==> config.mk <==
export PLATFORM = sky130hd
export DESIGN_NAME = cla_pipelined_adder
export DESIGN_NICKNAME = d
export VERILOG_FILES = /design/src/rtl/cla_pkg.sv /design/src/rtl/cla_group.sv /design/src/rtl/cla_pipelined_adder.sv
export SDC_FILE = /design/constraint.sdc
export NUM_CORES = 1
export LEC_CHECK = 0
export ABC_AREA = 0
export CAP_MARGIN = 15
export CORE_UTILIZATION = 51
export CTS_CLUSTER_DIAMETER = 200
export DETAILED_ROUTE_END_ITERATION = 7
export HOLD_SLACK_MARGIN = 0.1
export PLACE_DENSITY = 0.81
export SLEW_MARGIN = 20
export SYNTH_ARGS = -nofsm -noshare
export SYNTH_HDL_FRONTEND = slang
export SYNTH_SLANG_ARGS = --single-unit
==> constraint.sdc <==
create_clock -name clk -period 3.45 [get_ports clk]
set_clock_uncertainty 0.1 [all_clocks]
set_input_delay 0.69 -clock clk [delete_from_list [all_inputs] [get_ports clk]]
set_output_delay 0.69 -clock clk [all_outputs]
set_load 0.05 [all_outputs]
==> src/rtl/cla_pkg.sv <==
// Shared types and elaboration helpers for the pipelined carry-lookahead adder.
// Group/stage partition helpers are pure functions so every file derives the same boundaries.
package cla_pkg;

    localparam int MAX_BLOCK = 64;

    typedef struct packed {
        logic g;
        logic p;
    } gp_t;

    // Combined generate/propagate over the low n bits of g/p (bit 0 is least significant).
    function automatic gp_t grp_gp(input logic [MAX_BLOCK-1:0] g,
                                   input logic [MAX_BLOCK-1:0] p,
                                   input int n);
        gp_t r;
        r.g = 1'b0;
        r.p = 1'b1;
        for (int i = 0; i < MAX_BLOCK; i++) begin
            if (i < n) begin
                r.g = g[i] | (p[i] & r.g);
                r.p = r.p & p[i];
            end
        end
        return r;
    endfunction

    function automatic int num_groups(input int width, input int block);
        return width / block;
    endfunction

    // First group resolved by stage s; stage_lo(stages, ...) equals ngrp.
    function automatic int stage_lo(input int s, input int ngrp, input int stages);
        return (s * ngrp) / stages;
    endfunction

    function automatic int grp_stage(input int gi, input int ngrp, input int stages);
        int r;
        r = 0;
        for (int s = 0; s < stages; s++) begin
            if (gi >= stage_lo(s, ngrp, stages)) r = s;
        end
        return r;
    endfunction

endpackage

==> src/rtl/cla_group.sv <==
// Combinational BLOCK-bit lookahead group: per-bit carries from prefix g/p, plus group Gg/Pg.
module cla_group
    import cla_pkg::*;
#(
    parameter int BLOCK = 4
) (
    input  logic [BLOCK-1:0] g,
    input  logic [BLOCK-1:0] p,
    input  logic             ci,
    output logic [BLOCK-1:0] c,
    output logic             gg,
    output logic             pg
);

    logic [MAX_BLOCK-1:0] g_ext;
    logic [MAX_BLOCK-1:0] p_ext;
    gp_t                  all_gp;

    assign g_ext = MAX_BLOCK'(g);
    assign p_ext = MAX_BLOCK'(p);

    // Each carry is a flat prefix term over bits [gi:0], not a ripple through c[gi-1].
    for (genvar gi = 0; gi < BLOCK; gi++) begin : g_bit
        gp_t pre;
        assign pre   = grp_gp(g_ext, p_ext, gi + 1);
        assign c[gi] = pre.g | (pre.p & ci);
    end

    assign all_gp = grp_gp(g_ext, p_ext, BLOCK);
    assign gg     = all_gp.g;
    assign pg     = all_gp.p;

endmodule

==> src/rtl/cla_pipelined_adder.sv <==
// Pipelined carry-lookahead adder with valid/ready flow control over STAGES register stages.
// Optional signed-overflow output ovf is built when CLA_OVF_EN is defined.
module cla_pipelined_adder
    import cla_pkg::*;
#(
    parameter int WIDTH  = 32,
    parameter int BLOCK  = 4,
    parameter int STAGES = 2
) (
    input  logic             clk,
    input  logic             rst_n,
    input  logic             in_valid,
    output logic             in_ready,
    input  logic [WIDTH-1:0] a,
    input  logic [WIDTH-1:0] b,
    input  logic             cin,
    output logic             out_valid,
    input  logic             out_ready,
    output logic [WIDTH-1:0] sum,
    output logic             cout
`ifdef CLA_OVF_EN
    ,
    output logic             ovf
`endif
);

    localparam int NGRP = num_groups(WIDTH, BLOCK);

    logic [STAGES-1:0] v_q;
    logic [STAGES-1:0] en;
    logic [STAGES-1:0] ld;
    logic [STAGES-1:0] up_v;
    logic [STAGES-1:0] carry_q;
    logic [STAGES-1:0] carry_d;
    logic [WIDTH-1:0]  g_q   [STAGES];
    logic [WIDTH-1:0]  p_q   [STAGES];
    logic [WIDTH-1:0]  g_src [STAGES];
    logic [WIDTH-1:0]  p_src [STAGES];
    logic [WIDTH-1:0]  sum_q [STAGES];
    logic [WIDTH-1:0]  sum_d [STAGES];
    logic [WIDTH-1:0]  g_in;
    logic [WIDTH-1:0]  p_in;

    logic [BLOCK-1:0]  grp_c   [NGRP];
    logic [BLOCK-1:0]  grp_sum [NGRP];
    logic              grp_ci  [NGRP];
    logic              grp_co  [NGRP];
    logic              grp_gg  [NGRP];
    logic              grp_pg  [NGRP];

    assign g_in = a & b;
    assign p_in = a ^ b;

    // A stage's first group takes its carry from the previous stage's register; later groups chain on Gg/Pg.
    for (genvar gi = 0; gi < NGRP; gi++) begin : g_grp
        localparam int GS = grp_stage(gi, NGRP, STAGES);
        localparam int LO = stage_lo(GS, NGRP, STAGES);
        logic [BLOCK-1:0] g_s;
        logic [BLOCK-1:0] p_s;
        logic [BLOCK-1:0] c_prev;

        if (GS == 0) begin : g_from_in
            assign g_s = g_in[gi*BLOCK +: BLOCK];
            assign p_s = p_in[gi*BLOCK +: BLOCK];
        end else begin : g_from_reg
            assign g_s = g_q[GS-1][gi*BLOCK +: BLOCK];
            assign p_s = p_q[GS-1][gi*BLOCK +: BLOCK];
        end

        if (gi == LO) begin : g_ci_stage
            if (GS == 0) begin : g_ci_cin
                assign grp_ci[gi] = cin;
            end else begin : g_ci_reg
                assign grp_ci[gi] = carry_q[GS-1];
            end
        end else begin : g_ci_chain
            assign grp_ci[gi] = grp_co[gi-1];
        end

        cla_group #(.BLOCK(BLOCK)) u_grp (
            .g  (g_s),
            .p  (p_s),
            .ci (grp_ci[gi]),
            .c  (grp_c[gi]),
            .gg (grp_gg[gi]),
            .pg (grp_pg[gi])
        );

        assign grp_co[gi] = grp_gg[gi] | (grp_pg[gi] & grp_ci[gi]);

        if (BLOCK == 1) begin : g_cprev_1
            assign c_prev = grp_ci[gi];
        end else begin : g_cprev_n
            assign c_prev = {grp_c[gi][BLOCK-2:0], grp_ci[gi]};
        end
        assign grp_sum[gi] = p_s ^ c_prev;
    end

    // Ready propagates back from out_ready so a full pipe can accept and emit in the same cycle.
    always_comb begin
        logic nxt;
        nxt  = out_ready;
        en   = '0;
        up_v = '0;
        for (int k = STAGES - 1; k >= 0; k--) begin
            en[k] = ~v_q[k] | nxt;
            nxt   = en[k];
        end
        up_v[0] = in_valid;
        for (int k = 1; k < STAGES; k++) begin
            up_v[k] = v_q[k-1];
        end
        ld = en & up_v;
    end

    always_comb begin
        for (int s = 0; s < STAGES; s++) begin
            int prv;
            prv = (s > 0) ? s - 1 : 0;
            if (s == 0) begin
                g_src[s] = g_in;
                p_src[s] = p_in;
                sum_d[s] = '0;
            end else begin
                g_src[s] = g_q[prv];
                p_src[s] = p_q[prv];
                sum_d[s] = sum_q[prv];
            end
            for (int gi = 0; gi < NGRP; gi++) begin
                if (grp_stage(gi, NGRP, STAGES) == s) sum_d[s][gi*BLOCK +: BLOCK] = grp_sum[gi];
            end
            carry_d[s] = grp_co[stage_lo(s + 1, NGRP, STAGES) - 1];
        end
    end

    always_ff @(posedge clk or negedge rst_n) begin
        if (!rst_n) begin
            v_q     <= '0;
            carry_q <= '0;
            for (int s = 0; s < STAGES; s++) begin
                g_q[s]   <= '0;
                p_q[s]   <= '0;
                sum_q[s] <= '0;
            end
        end else begin
            for (int s = 0; s < STAGES; s++) begin
                if (en[s]) v_q[s] <= up_v[s];
                if (ld[s]) begin
                    g_q[s]     <= g_src[s];
                    p_q[s]     <= p_src[s];
                    sum_q[s]   <= sum_d[s];
                    carry_q[s] <= carry_d[s];
                end
            end
        end
    end

`ifdef CLA_OVF_EN
    logic ovf_q;
    logic ovf_d;
    logic c_wm2;

    if (BLOCK >= 2) begin : g_wm2_in_grp
        assign c_wm2 = grp_c[NGRP-1][BLOCK-2];
    end else begin : g_wm2_ci
        assign c_wm2 = grp_ci[NGRP-1];
    end
    assign ovf_d = grp_c[NGRP-1][BLOCK-1] ^ c_wm2;

    always_ff @(posedge clk or negedge rst_n) begin
        if (!rst_n) begin
            ovf_q <= 1'b0;
        end else if (ld[STAGES-1]) begin
            ovf_q <= ovf_d;
        end
    end
    assign ovf = ovf_q;
`endif

    assign in_ready  = en[0];
    assign out_valid = v_q[STAGES-1];
    assign sum       = sum_q[STAGES-1];
    assign cout      = carry_q[STAGES-1];

endmodule

Yosys cells after proc, flatten, opt, wreduce, memory -nomap -nowiden
Index checks and enable logic that the tools add are counted.

Flip-flop bits (word level): 116. Bits in latches: 0. Bits in writable memories: 0. ROM bits: 0. Bits of input ports: 69. Output and inout port bits: 35. Logic and storage cells: 159. Memories: 0.

Add/sub/neg operators: 0. Multipliers: 0. Divide/modulo/power cells: 0. Order comparisons: 0. Eq/ne operators: 0. Shift operators: 0. Multiplexer cells: 0. Bitwise operators: 151. Reductions and logical operators: 0.

Operator list (count): 1-bit bitwise AND (80); 1-bit bitwise OR (58); 32-bit bitwise AND (1); 32-bit bitwise XOR (1); 4-bit bitwise XOR (8); 2-bit bitwise AND (1); 1-bit NOT (2).

Longest topological paths before layout
Depth in word-level cells: 15. Mapped depth: 9. Gate-level depth less buffers: 9.

Hierarchy
A second synthesis with hierarchy kept.

Cell total of the unflattened synthesis: 392. Area total of the unflattened synthesis: 4568.1 µm².

Modules (own cells, without submodules): cla_pipelined_adder (instances 1, cells an instance 296, area each 3987.6 µm², sequential area each 2102.0 µm²); cla_group (instances 8, cells an instance 12, area each 72.6 µm², sequential area each 0.0 µm²).

Worst setup path before layout
Ideal clock, no wire load.

Kind: input -> register. From: in a[5]. To: reg sum_q, in the netlist sum_d[12]. Library setup time: 0.125 ns. Data arrival time: 2.580 ns. Required time: 3.225 ns. Setup slack: 0.645 ns. Stages on the path: 8. Buffers on the path: 0. Cell sequence: ha_1 -> a211oi_1 -> o221ai_1 -> a21oi_2 -> a21oi_1 -> a21o_1 -> fa_1 -> mux2_2.

RTL lines: start: declaration (line cla_pipelined_adder.sv:14) `input logic [WIDTH-1:0] a,`; end signal: indexed assignment (line cla_pipelined_adder.sv:151) `sum_q[s] <= sum_d[s];`; end: declaration (line cla_pipelined_adder.sv:39) `logic [WIDTH-1:0] sum_q [STAGES];`.

==> reports/summary.txt <==
Initial drt markers -> 79
Avg Vias per Cell -> 5.45
Pwr/cell area -> 613 nW/µm²
Largest net degree at the start of global routing -> 85
Slew @ Worst Pin -> 0.731 ns
Avg Cell Area, Syn -> 10.4 µm²
Num CTS Buffers -> 9
Fin util -> 0.701
WP data required -> 3.60 ns
Share of layout cells above drive strength 1 -> 0.128
DP HPWL -> 6840 µm
Initial antenna violation count -> 0
Hold crit path type -> in -> async
Syn nets -> 536
RSZ-0062 raised after global routing -> no
Post_cts resized -> 0
Leak -> 2.67 nW
Number of global-route vias before repair -> 3536
Nets@finish -> 642
Cell variety after synth -> 45
Post-synthesis sequential area ratio -> 0.472
Max Cap Viol -> 0
First-pass GRT wire length -> 15500 µm
CTS Hold Bufs -> 0
Synth Flop Type -> dfrtp_1
Drt pass-1 iters -> 4
Final hold vios -> 0
Final max-slew violation count -> 0
Worst EP arrival -> 3.16 ns
CTS tree -> done
Overall global routing resource usage -> 0.222
YS warnings -> 0
CTS Root Cell -> clkbuf_8
Die Height -> 95.4 µm
Post-CTS Setup Bufs -> 0
WL final -> 9420 µm
Clock-pin slew on the worst setup and hold paths -> 0.09 ns
Setup Total Neg Slack -> 0 ns
Initial Utilization -> 0.534
Row count -> 33
Worst-Skew Late Latency -> 0.35 ns
# diodes -> 0
Core area -> 8340 µm²
Cell Area, Placed -> 5610 µm²
Min Tclk post-route -> 3.01 ns
Final period util -> 0.872
Setup CP Type -> in -> reg
Clk sinks -> 84
Max-slew headroom -> 0.512
Die area -> 9100 µm²
H-Tree Depth -> 3
Netlist Area Pre-Place -> 4450 µm²
Post-synth EDFFs -> 0
Placer congestion estimate -> 0.862
CP max FO -> 4
Max Clk Rate -> 332 MHz
CP Launch Type -> input pin
Synth Register Bits -> 84
Layout Area Growth over Synthesis -> 31.4%
# DRC -> 0
Worst Setup End Kind -> flop
# IOs -> 104
WL per Instance -> 14.6 µm
PortBufs -> 103
Die Width -> 95.4 µm
Post-synthesis cell count -> 427
Design area -> 5850 µm²
Final Setup Violations -> 0
Post-DRT Antenna Nets -> 0
Max IR drop VDD -> 0.267 mV
Vias -> 3506
Synth async-reset ratio -> 1.00
Gr ovfl total -> 0
Status -> finished, final reports clean
Clock tree buffer depth -> 2
==> flip-flops by register name, indices dropped and copies added (netlist names) <==
register and cells:
v_q 2, carry_q 2, sum_d 16, g_grp.g_s 16, sum 32, g_grp.p_s 16
==> stage by stage <==
step	hold WS [ns]	setup WS [ns]	std cells	power, mW
finish	0.282	0.441	643	3.59
global route	0.323	0.358	643	3.78
CTS	0.377	0.452	643	3.62
detailed placement	0.354	0.106	627	2.81
global placement	0.347	0.215	627	2.76
floorplan	0.294	0.645	427	2.29
==> layer usage <==
layer,up-vias,track usage,part of all wire
met5,-,0,0
met4,0,0.0759,0.013
met3,14,0.0534,0.066
met2,125,0.395,0.51
met1,1657,0.260,0.41
li1,1710,-,-
==> area by class of cell <==
cell class	count	area, µm²
fillers	619	2490
multi-input cells	318	2250
flip-flops and latches	84	2100
repair buffers	109	1090
clock buffers	10	138
well taps	105	131
clock inverters	6	93.8
inverters	11	41.3
==> cell families after synthesis <==
kind of cell / synth area share
flip-flops: 0.472
AND/OR/NAND/NOR: 0.136
adder cells (fa/ha/maj): 0.119
buffers and inverters: 0.0219
AO/OA/AOI/OAI: 0.127
multiplexers: 0.0883
XOR/XNOR: 0.0354
==> cell usage after synthesis (2+ instances only) <==
cell type / number / share of area
and2_1: 2 / 0.0028
o31ai_1: 3 / 0.0051
nand3b_1: 3 / 0.0051
a2111o_1: 2 / 0.0051
o21ai_0: 30 / 0.034
o21a_1: 3 / 0.0051
fa_1: 4 / 0.018
dfrtp_1: 84 / 0.47
a211oi_1: 6 / 0.010
nand4_1: 5 / 0.0070
xor2_1: 10 / 0.020
nand2_1: 90 / 0.076
nand2b_1: 5 / 0.0070
inv_1: 11 / 0.0093
clkbuf_1: 11 / 0.0093
a31o_2: 2 / 0.0039
o221ai_1: 2 / 0.0039
a211oi_2: 2 / 0.0056
buf_2: 3 / 0.0034
xnor2_1: 8 / 0.016
nor3_1: 5 / 0.0056
nand3_1: 5 / 0.0056
o21ai_1: 2 / 0.0022
ha_1: 36 / 0.10
nor2_1: 18 / 0.015
o21bai_1: 2 / 0.0034
a21o_1: 6 / 0.010
a21oi_1: 14 / 0.016
nor2b_1: 2 / 0.0028
mux2_2: 34 / 0.086
o211ai_1: 3 / 0.0051
==> worst max-delay path, cell delays in order <==
cell             delay (ns)
clkdlybuf4s50_1        0.41
ha_1                   0.36
a211oi_1               0.30
o221ai_1               0.20
a21oi_2                0.16
a21oi_1                0.14
a21o_1                 0.21
fa_1                   0.43
mux2_2                 0.26
==> power by group <==
part / switching, mW / internal, mW
logic: 0.842 / 0.556
clock network: 0.362 / 0.434
registers: 0.177 / 1.22
total: 1.38 / 2.21
==> layout by cell type, fill, tap and decap left out, types with 6 or more instances in the layout <==
cell type	count
mux2_2	34
xor2_1	10
o21ai_0	30
ha_1	36
dfrtp_1	84
xnor2_1	8
a21o_1	6
nor2_1	18
a211oi_1	6
nand2_1	89
clkdlybuf4s50_1	102
inv_1	11
a21oi_1	14
clkbuf_8	10
==> worst paths after layout <==
kind                                   endpoint  slack (ns)            start  depth (start not counted)
worst max-delay path                  sum_d[12]        0.44             a[5]                          9
worst min-delay path            g_grp[6].p_s[2]        0.28            rst_n                          1
worst min register to register          sum[12]        0.37        sum_d[12]                          2
min in group clk                        sum[12]        0.37        sum_d[12]                          2
max in group asynchronous            carry_q[0]        2.49            rst_n                          1
worst max register to register          sum[29]        1.30  g_grp[5].p_s[1]                          9
Power figures use the tool's default switching activity.
